[src/rtl/id_stage.sv]
// id_stage: RV32I integer-ALU decode (OP-IMM, OP, LUI, AUIPC) feeding a registered ID/EX valid/ready stage.
// Build option ID_FORWARD_EN: EX/MEM operand bypass with load-use stall; undefined, any RAW hazard stalls.

module id_stage #(
  parameter int unsigned XLEN       = 32,
  parameter int unsigned REG_ADDR_W = 5,
  parameter int unsigned ALUOP_W    = 8,
  parameter int unsigned ALUSEL_W   = 3
) (
  input  logic                  clk,
  input  logic                  rst,
  input  logic                  in_valid_i,
  output logic                  in_ready_o,
  input  logic [XLEN-1:0]       pc_i,
  input  logic [XLEN-1:0]       inst_i,
  input  logic                  flush_i,
  output logic                  reg1_re_o,
  output logic                  reg2_re_o,
  output logic [REG_ADDR_W-1:0] reg1_addr_o,
  output logic [REG_ADDR_W-1:0] reg2_addr_o,
  input  logic [XLEN-1:0]       reg1_data_i,
  input  logic [XLEN-1:0]       reg2_data_i,
  input  logic                  ex_we_i,
  input  logic [REG_ADDR_W-1:0] ex_waddr_i,
  input  logic [XLEN-1:0]       ex_wdata_i,
  input  logic                  ex_is_load_i,
  input  logic                  mem_we_i,
  input  logic [REG_ADDR_W-1:0] mem_waddr_i,
  input  logic [XLEN-1:0]       mem_wdata_i,
  output logic                  out_valid_o,
  input  logic                  out_ready_i,
  output logic [ALUOP_W-1:0]    aluop_o,
  output logic [ALUSEL_W-1:0]   alusel_o,
  output logic [XLEN-1:0]       alu1_data_o,
  output logic [XLEN-1:0]       alu2_data_o,
  output logic                  w_enable_o,
  output logic [REG_ADDR_W-1:0] w_dir_o,
  output logic [XLEN-1:0]       pc_o,
  output logic                  illegal_o
);

  localparam logic [6:0] OPC_OP_IMM = 7'h13;
  localparam logic [6:0] OPC_OP     = 7'h33;
  localparam logic [6:0] OPC_LUI    = 7'h37;
  localparam logic [6:0] OPC_AUIPC  = 7'h17;
  localparam logic [6:0] F7_BASE    = 7'h00;
  localparam logic [6:0] F7_ALT     = 7'h20;

  localparam logic [ALUOP_W-1:0] ALU_NOP  = ALUOP_W'(0);
  localparam logic [ALUOP_W-1:0] ALU_ADD  = ALUOP_W'(1);
  localparam logic [ALUOP_W-1:0] ALU_SUB  = ALUOP_W'(2);
  localparam logic [ALUOP_W-1:0] ALU_SLT  = ALUOP_W'(3);
  localparam logic [ALUOP_W-1:0] ALU_SLTU = ALUOP_W'(4);
  localparam logic [ALUOP_W-1:0] ALU_XOR  = ALUOP_W'(5);
  localparam logic [ALUOP_W-1:0] ALU_OR   = ALUOP_W'(6);
  localparam logic [ALUOP_W-1:0] ALU_AND  = ALUOP_W'(7);
  localparam logic [ALUOP_W-1:0] ALU_SLL  = ALUOP_W'(8);
  localparam logic [ALUOP_W-1:0] ALU_SRL  = ALUOP_W'(9);
  localparam logic [ALUOP_W-1:0] ALU_SRA  = ALUOP_W'(10);

  localparam logic [ALUSEL_W-1:0] SEL_NOP   = ALUSEL_W'(0);
  localparam logic [ALUSEL_W-1:0] SEL_LOGIC = ALUSEL_W'(1);
  localparam logic [ALUSEL_W-1:0] SEL_SHIFT = ALUSEL_W'(2);
  localparam logic [ALUSEL_W-1:0] SEL_ARITH = ALUSEL_W'(3);

  typedef struct packed {
    logic [ALUOP_W-1:0]    aluop;
    logic [ALUSEL_W-1:0]   alusel;
    logic [XLEN-1:0]       alu1;
    logic [XLEN-1:0]       alu2;
    logic                  w_enable;
    logic [REG_ADDR_W-1:0] w_dir;
    logic [XLEN-1:0]       pc;
    logic                  illegal;
  } idex_t;

  logic [6:0]            opcode;
  logic [2:0]            funct3;
  logic [6:0]            funct7;
  logic [REG_ADDR_W-1:0] rs1;
  logic [REG_ADDR_W-1:0] rs2;
  logic [REG_ADDR_W-1:0] rd;
  logic [XLEN-1:0]       imm_i;
  logic [XLEN-1:0]       imm_u;
  logic [XLEN-1:0]       shamt;

  assign opcode = inst_i[6:0];
  assign funct3 = inst_i[14:12];
  assign funct7 = inst_i[31:25];
  assign rd     = REG_ADDR_W'(inst_i[11:7]);
  assign rs1    = REG_ADDR_W'(inst_i[19:15]);
  assign rs2    = REG_ADDR_W'(inst_i[24:20]);
  assign imm_i  = XLEN'($signed(inst_i[31:20]));
  assign imm_u  = XLEN'($signed({inst_i[31:12], 12'b0}));
  assign shamt  = XLEN'(inst_i[24:20]);

  logic [ALUOP_W-1:0]  dec_aluop;
  logic [ALUSEL_W-1:0] dec_alusel;
  logic                re1;
  logic                re2;
  logic                is_op;
  logic                is_shift;
  logic                is_lui;
  logic                is_auipc;
  logic                bad;

  // Opcode/funct decode; an illegal encoding uses no sources and produces a NOP.
  always_comb begin
    dec_aluop  = ALU_NOP;
    dec_alusel = SEL_NOP;
    re1        = 1'b0;
    re2        = 1'b0;
    is_op      = 1'b0;
    is_shift   = 1'b0;
    is_lui     = 1'b0;
    is_auipc   = 1'b0;
    bad        = 1'b0;
    case (opcode)
      OPC_OP_IMM: begin
        re1 = 1'b1;
        case (funct3)
          3'b000: begin dec_aluop = ALU_ADD;  dec_alusel = SEL_ARITH; end
          3'b010: begin dec_aluop = ALU_SLT;  dec_alusel = SEL_ARITH; end
          3'b011: begin dec_aluop = ALU_SLTU; dec_alusel = SEL_ARITH; end
          3'b100: begin dec_aluop = ALU_XOR;  dec_alusel = SEL_LOGIC; end
          3'b110: begin dec_aluop = ALU_OR;   dec_alusel = SEL_LOGIC; end
          3'b111: begin dec_aluop = ALU_AND;  dec_alusel = SEL_LOGIC; end
          3'b001: begin
            is_shift   = 1'b1;
            dec_aluop  = ALU_SLL;
            dec_alusel = SEL_SHIFT;
            bad        = (funct7 != F7_BASE);
          end
          3'b101: begin
            is_shift   = 1'b1;
            dec_aluop  = (funct7 == F7_ALT) ? ALU_SRA : ALU_SRL;
            dec_alusel = SEL_SHIFT;
            bad        = (funct7 != F7_BASE) && (funct7 != F7_ALT);
          end
        endcase
      end
      OPC_OP: begin
        re1   = 1'b1;
        re2   = 1'b1;
        is_op = 1'b1;
        if (funct7 == F7_BASE) begin
          case (funct3)
            3'b000: begin dec_aluop = ALU_ADD;  dec_alusel = SEL_ARITH; end
            3'b001: begin dec_aluop = ALU_SLL;  dec_alusel = SEL_SHIFT; end
            3'b010: begin dec_aluop = ALU_SLT;  dec_alusel = SEL_ARITH; end
            3'b011: begin dec_aluop = ALU_SLTU; dec_alusel = SEL_ARITH; end
            3'b100: begin dec_aluop = ALU_XOR;  dec_alusel = SEL_LOGIC; end
            3'b101: begin dec_aluop = ALU_SRL;  dec_alusel = SEL_SHIFT; end
            3'b110: begin dec_aluop = ALU_OR;   dec_alusel = SEL_LOGIC; end
            3'b111: begin dec_aluop = ALU_AND;  dec_alusel = SEL_LOGIC; end
          endcase
        end else if (funct7 == F7_ALT && funct3 == 3'b000) begin
          dec_aluop  = ALU_SUB;
          dec_alusel = SEL_ARITH;
        end else if (funct7 == F7_ALT && funct3 == 3'b101) begin
          dec_aluop  = ALU_SRA;
          dec_alusel = SEL_SHIFT;
        end else begin
          bad = 1'b1;
        end
      end
      OPC_LUI: begin
        is_lui     = 1'b1;
        dec_aluop  = ALU_ADD;
        dec_alusel = SEL_ARITH;
      end
      OPC_AUIPC: begin
        is_auipc   = 1'b1;
        dec_aluop  = ALU_ADD;
        dec_alusel = SEL_ARITH;
      end
      default: bad = 1'b1;
    endcase
    if (bad) begin
      dec_aluop  = ALU_NOP;
      dec_alusel = SEL_NOP;
      re1        = 1'b0;
      re2        = 1'b0;
      is_op      = 1'b0;
      is_shift   = 1'b0;
    end
  end

  logic [XLEN-1:0] src1;
  logic [XLEN-1:0] src2;
  logic            stall;

`ifdef ID_FORWARD_EN
  // EX bypass wins over MEM; a load in EX has no data yet and cannot bypass.
  always_comb begin
    src1 = reg1_data_i;
    src2 = reg2_data_i;
    if (ex_we_i && !ex_is_load_i && ex_waddr_i == rs1) src1 = ex_wdata_i;
    else if (mem_we_i && mem_waddr_i == rs1)           src1 = mem_wdata_i;
    if (ex_we_i && !ex_is_load_i && ex_waddr_i == rs2) src2 = ex_wdata_i;
    else if (mem_we_i && mem_waddr_i == rs2)           src2 = mem_wdata_i;
    if (rs1 == '0) src1 = '0;
    if (rs2 == '0) src2 = '0;
  end

  assign stall = ex_is_load_i && ex_we_i && (ex_waddr_i != '0) &&
                 ((re1 && rs1 == ex_waddr_i) || (re2 && rs2 == ex_waddr_i));
`else
  logic hit1;
  logic hit2;
  logic unused_fwd;

  assign src1 = (rs1 == '0) ? '0 : reg1_data_i;
  assign src2 = (rs2 == '0) ? '0 : reg2_data_i;
  // Without bypass, any pending writer of a used source holds the instruction in IF.
  assign hit1 = re1 && (rs1 != '0) &&
                ((ex_we_i && ex_waddr_i == rs1) || (mem_we_i && mem_waddr_i == rs1));
  assign hit2 = re2 && (rs2 != '0) &&
                ((ex_we_i && ex_waddr_i == rs2) || (mem_we_i && mem_waddr_i == rs2));
  assign stall = hit1 || hit2;
  assign unused_fwd = ^{ex_wdata_i, mem_wdata_i, ex_is_load_i};
`endif

  idex_t dec;

  // Operand selection and payload assembly.
  always_comb begin
    dec          = '0;
    dec.aluop    = dec_aluop;
    dec.alusel   = dec_alusel;
    dec.w_enable = !bad && (rd != '0);
    dec.w_dir    = rd;
    dec.pc       = pc_i;
    dec.illegal  = bad;
    if (is_lui)        dec.alu1 = imm_u;
    else if (is_auipc) dec.alu1 = pc_i;
    else if (re1)      dec.alu1 = src1;
    if (is_op)         dec.alu2 = src2;
    else if (is_shift) dec.alu2 = shamt;
    else if (is_auipc) dec.alu2 = imm_u;
    else if (re1)      dec.alu2 = imm_i;
  end

  assign reg1_re_o   = re1;
  assign reg2_re_o   = re2;
  assign reg1_addr_o = rs1;
  assign reg2_addr_o = rs2;

  logic  valid_q;
  idex_t q;
  logic  accept;

  assign in_ready_o = (!valid_q || out_ready_i) && !stall && !flush_i;
  assign accept     = in_valid_i && in_ready_o;

  // ID/EX register: flush beats load and hold; drains when EX takes the op and nothing new arrives.
  always_ff @(posedge clk or negedge rst) begin
    if (!rst) begin
      valid_q <= 1'b0;
      q       <= '0;
    end else if (flush_i) begin
      valid_q <= 1'b0;
    end else if (accept) begin
      valid_q <= 1'b1;
      q       <= dec;
    end else if (out_ready_i) begin
      valid_q <= 1'b0;
    end
  end

  assign out_valid_o = valid_q;
  assign aluop_o     = q.aluop;
  assign alusel_o    = q.alusel;
  assign alu1_data_o = q.alu1;
  assign alu2_data_o = q.alu2;
  assign w_enable_o  = q.w_enable;
  assign w_dir_o     = q.w_dir;
  assign pc_o        = q.pc;
  assign illegal_o   = q.illegal;

endmodule

[config.mk]
export PLATFORM = sky130hd
export DESIGN_NAME = id_stage
export DESIGN_NICKNAME = d
export VERILOG_FILES = /design/src/rtl/id_stage.sv
export SDC_FILE = /design/constraint.sdc
export NUM_CORES = 1
export LEC_CHECK = 0
export BUFFER_PORTS_ARGS = -buffer_cell sky130_fd_sc_hd__buf_2
export CORE_AREA = 2 2 131 133
export CTS_CLUSTER_DIAMETER = 30
export DETAILED_ROUTE_END_ITERATION = 12
export DIE_AREA = 0 0 133 135
export GPL_ROUTABILITY_DRIVEN = 0
export GPL_TIMING_DRIVEN = 0
export PLACE_DENSITY_LB_ADDON = 0.08
export SYNTH_ARGS = -nofsm -noshare
export SYNTH_HDL_FRONTEND = slang
export SYNTH_SLANG_ARGS = --single-unit
[constraint.sdc]
create_clock -name clk -period 2.6 [get_ports clk]
set_input_delay 0 -clock clk [delete_from_list [all_inputs] [get_ports clk]]
set_output_delay 0 -clock clk [all_outputs]
set_load 0.01 [all_outputs]
==> qor.yml <==
clocking:
  clk_pin_slew_worst_paths_ns: 0.07
  cts_tree: "built"
  h-tree-depth: 3
  clk_latency_ns: 0.35
  cts_buffers: 9
  clockBufferDepth: 2
  clkSinkCount: 110
  root_buffer: "clkbuf_16"
synth:
  synth_flop_cell: "dfrtp_1"
  synth.distinct_cells: 45
  syn_inst: 502
  yosysWarnings: 0
  avgSynthCellArea_um2: 12.55
  synth_area_mm2: 0.006300
  synth_seq_area_share: 0.4369
  async_flop_share: 1.000
  synth_edf_count: 0
  synth-seq-cells: 110
global_route:
  antenna_found_initial: 2
  grtUsageMet1: 0.3006
  grt-busiest-layer: "met2"
  grt_pass1_vias: 5606
  grt_overflow: 0
  grt_use_total: 0.2299
  use_met3: 0.05030
  grt_pass1_wl_um: 31730
  grt_util_met2: 0.3708
  grt_max_degree: 59
setup_path:
  r2r_slack_ns: 0.86
  cpPeakStageDelay_ns: 0.57
  cp-startpoint: "inst_i[3]"
  cp-start-kind: "input port"
  crit_buf_inv: 3
  cp-end-kind: "register"
  crit_path_max_fanout: 10
  cp.required_ns: 2.84
  critical_path_arrival_ns: 2.61
  r2r-start: "out_valid_o"
  cpLargestDelayFamily: "simple AND/OR/NAND/NOR gates"
  cpMaxStageDelayCell: "dlygate4sd3_1"
  crit_type: "input port to register"
  worstPathCellList: "buf_2 -> and4bb_1 -> nand3b_1 -> a21oi_1 -> nand3_1 -> nand4_2 -> buf_4 -> o21ai_0 -> dlygate4sd3_1"
min_path:
  hp-class: "input port to register"
  hp-start: "reg2_data_i[16]"
sta:
  period_needed_ns: 2.367
  setup_viol: 0
  max_freq_ghz: 0.4225
  tightestPinTransition_ns: 0.8290
  final_max_slew_viol_count: 0
  hold_viol_final: 0
  relSlewSlack: 0.4431
  post-route-period-util: 0.9102
  rsz0062_at_grt: "no"
  worst_clock_skew_ns: 0.01022
placed_design:
  postPlaceCellArea_mm2: 0.007935
  hpwl_um: 15610
  portBuffers: 262
  dp_cells: 989
job:
  max-cap-violations: 0
finish:
  fin_cells: 1066
  mostFrequentLayoutCell: "buf_2"
  drive_gt1_frac: 0.5018
  nets: 1050
  fin_area_mm2: 0.008817
  final_cell_mix: "265 x buf_2, 110 x dfrtp_1, 100 x mux2_4, 60 x dlygate4sd3_1, 27 x o21ai_0"
  area_growth_pct: 39.96
power:
  pwr-share-comb: 0.219
  leakage_nw: 4.645
  powerDensity_mw_per_mm2: 467.9
  power.net_switching_mw: 1.113
  p_sw_frac: 0.2697
  p_int_mw: 3.013
  clkPwrFrac: 0.324
  vdd_drop_max_v: 0.0003083
  p_seq_frac: 0.457
status:
  outcome: "finished, final reports clean"
floorplan:
  initial_core_util: 0.3840
  dieArea_mm2: 0.01796
  die_w_um: 133
  ioPinCount: 338
  placeableCoreArea_mm2: 0.01641
  num_rows: 47
  die_h_um: 135
drt:
  remaining_drc_errors: 0
  wl_per_cell_um: 19.53
  vias: 5455
  ant_nets: 0
  drt-initial-drc-count: 220
  viasPerCell: 5.117
  drt_pass1_iterations: 4
  wl_um: 20820
==> per-layer routing <==
metal | routed length (um) | up-vias
met5 | 0 | -
met4 | 582 | 0
met3 | 1585 | 36
met2 | 9692 | 247
met1 | 8963 | 2662
li1 | - | 2510
==> power groups by stage <==
stage | registers [mW] | clock network [mW] | logic (mW)
2_1_floorplan | 1.97 | 0 | 0.385
3_3_place_gp | 1.91 | 0 | 0.816
3_5_place_dp | 1.91 | 0 | 0.832
4_1_cts | 1.88 | 1.37 | 0.907
5_1_grt | 1.90 | 1.45 | 0.963
6_report | 1.89 | 1.34 | 0.902
==> synth_stat cells (all sizes together), types with 13 or more instances <==
| cell | number | area share |
|---|---|---|
| buf | 31 | 0.057 |
| o21ai | 27 | 0.021 |
| nor2 | 24 | 0.014 |
| dfrtp | 110 | 0.44 |
| nand3 | 21 | 0.017 |
| clkbuf | 23 | 0.014 |
| a22o | 24 | 0.033 |
| a221o | 19 | 0.030 |
| a21oi | 24 | 0.019 |
| xnor2 | 20 | 0.028 |
| nand2 | 13 | 0.0077 |
| mux2 | 107 | 0.25 |
==> kinds of logic (layout without fill, tap and decap cells) <==
family	Yosys count	after routing	share of synthesized area
AO/OA/AOI/OAI	108	108	0.1221
XOR/XNOR	21	21	0.02920
buffers and inverters	56	395	0.07210
flip-flops	110	110	0.4369
multiplexers	109	109	0.2540
other	1	6	0.0005953
AND/OR/NAND/NOR	97	97	0.08501
==> final cells by class <==
class | count | area, um^2
repair buffers | 323 | 1946
fillers | 1492 | 7590
well taps | 220 | 275.3
multi-input cells | 340 | 3108
plain buffers | 54 | 446.7
clock buffers | 13 | 260.3
diodes | 1 | 2.502
clock inverters | 3 | 18.77
inverters | 2 | 7.507
flip-flops and latches | 110 | 2753
==> state kept, by name (all words and copies together) (netlist names) <==
name and cells:
alu1_data_o 32, alu2_data_o 32, aluop_o 4, alusel_o 2, illegal_o 1, out_valid_o 1, pc_o 32, w_dir_o 5
w_enable_o 1
==> repair_timing <==
item / CTS / global route
hold endpoints to repair: 110 / 0
hold buffers: 60 / 0
endpoints found under the setup margin: 0 / 0
resized for setup: 0 / 0
buffers inserted: 0 / 0
==> worst paths after layout <==
path / to / cells past startpoint
worst min-delay path: alu2_data_o[16] / 3
worst max-delay path: out_valid_o / 9
worst max register to register: out_valid_o / 6
worst min register to register: pc_o[7] / 1
min in group asynchronous: alu2_data_o[22] / 2
max in group asynchronous: pc_o[8] / 3
==> worst reg2reg max path: stages, from the launching register on <==
cell	delay [ns]
dfrtp_1	0.38
nand2b_1	0.08
nor2b_1	0.18
nand4_2	0.16
buf_4	0.22
o21ai_0	0.09
dlygate4sd3_1	0.57
==> metrics by stage <==
step	total power [mW]	hold slack (ns)	worst slack, ns	utilization	setup TNS [ns]
2_1_floorplan	2.355	-0.2956	0.7008	-	0
3_3_place_gp	2.726	0.1866	0.002351	0.4816	0
3_5_place_dp	2.745	-0.009066	-0.01948	0.4836	-0.1559
4_1_cts	4.156	0.0003358	0.1974	0.5373	0
5_1_grt	4.306	0.004951	0.04399	0.5374	0
6_report	4.125	0.01261	0.2334	0.5374	0
No activity file was read; power rests on OpenSTA's default activity.
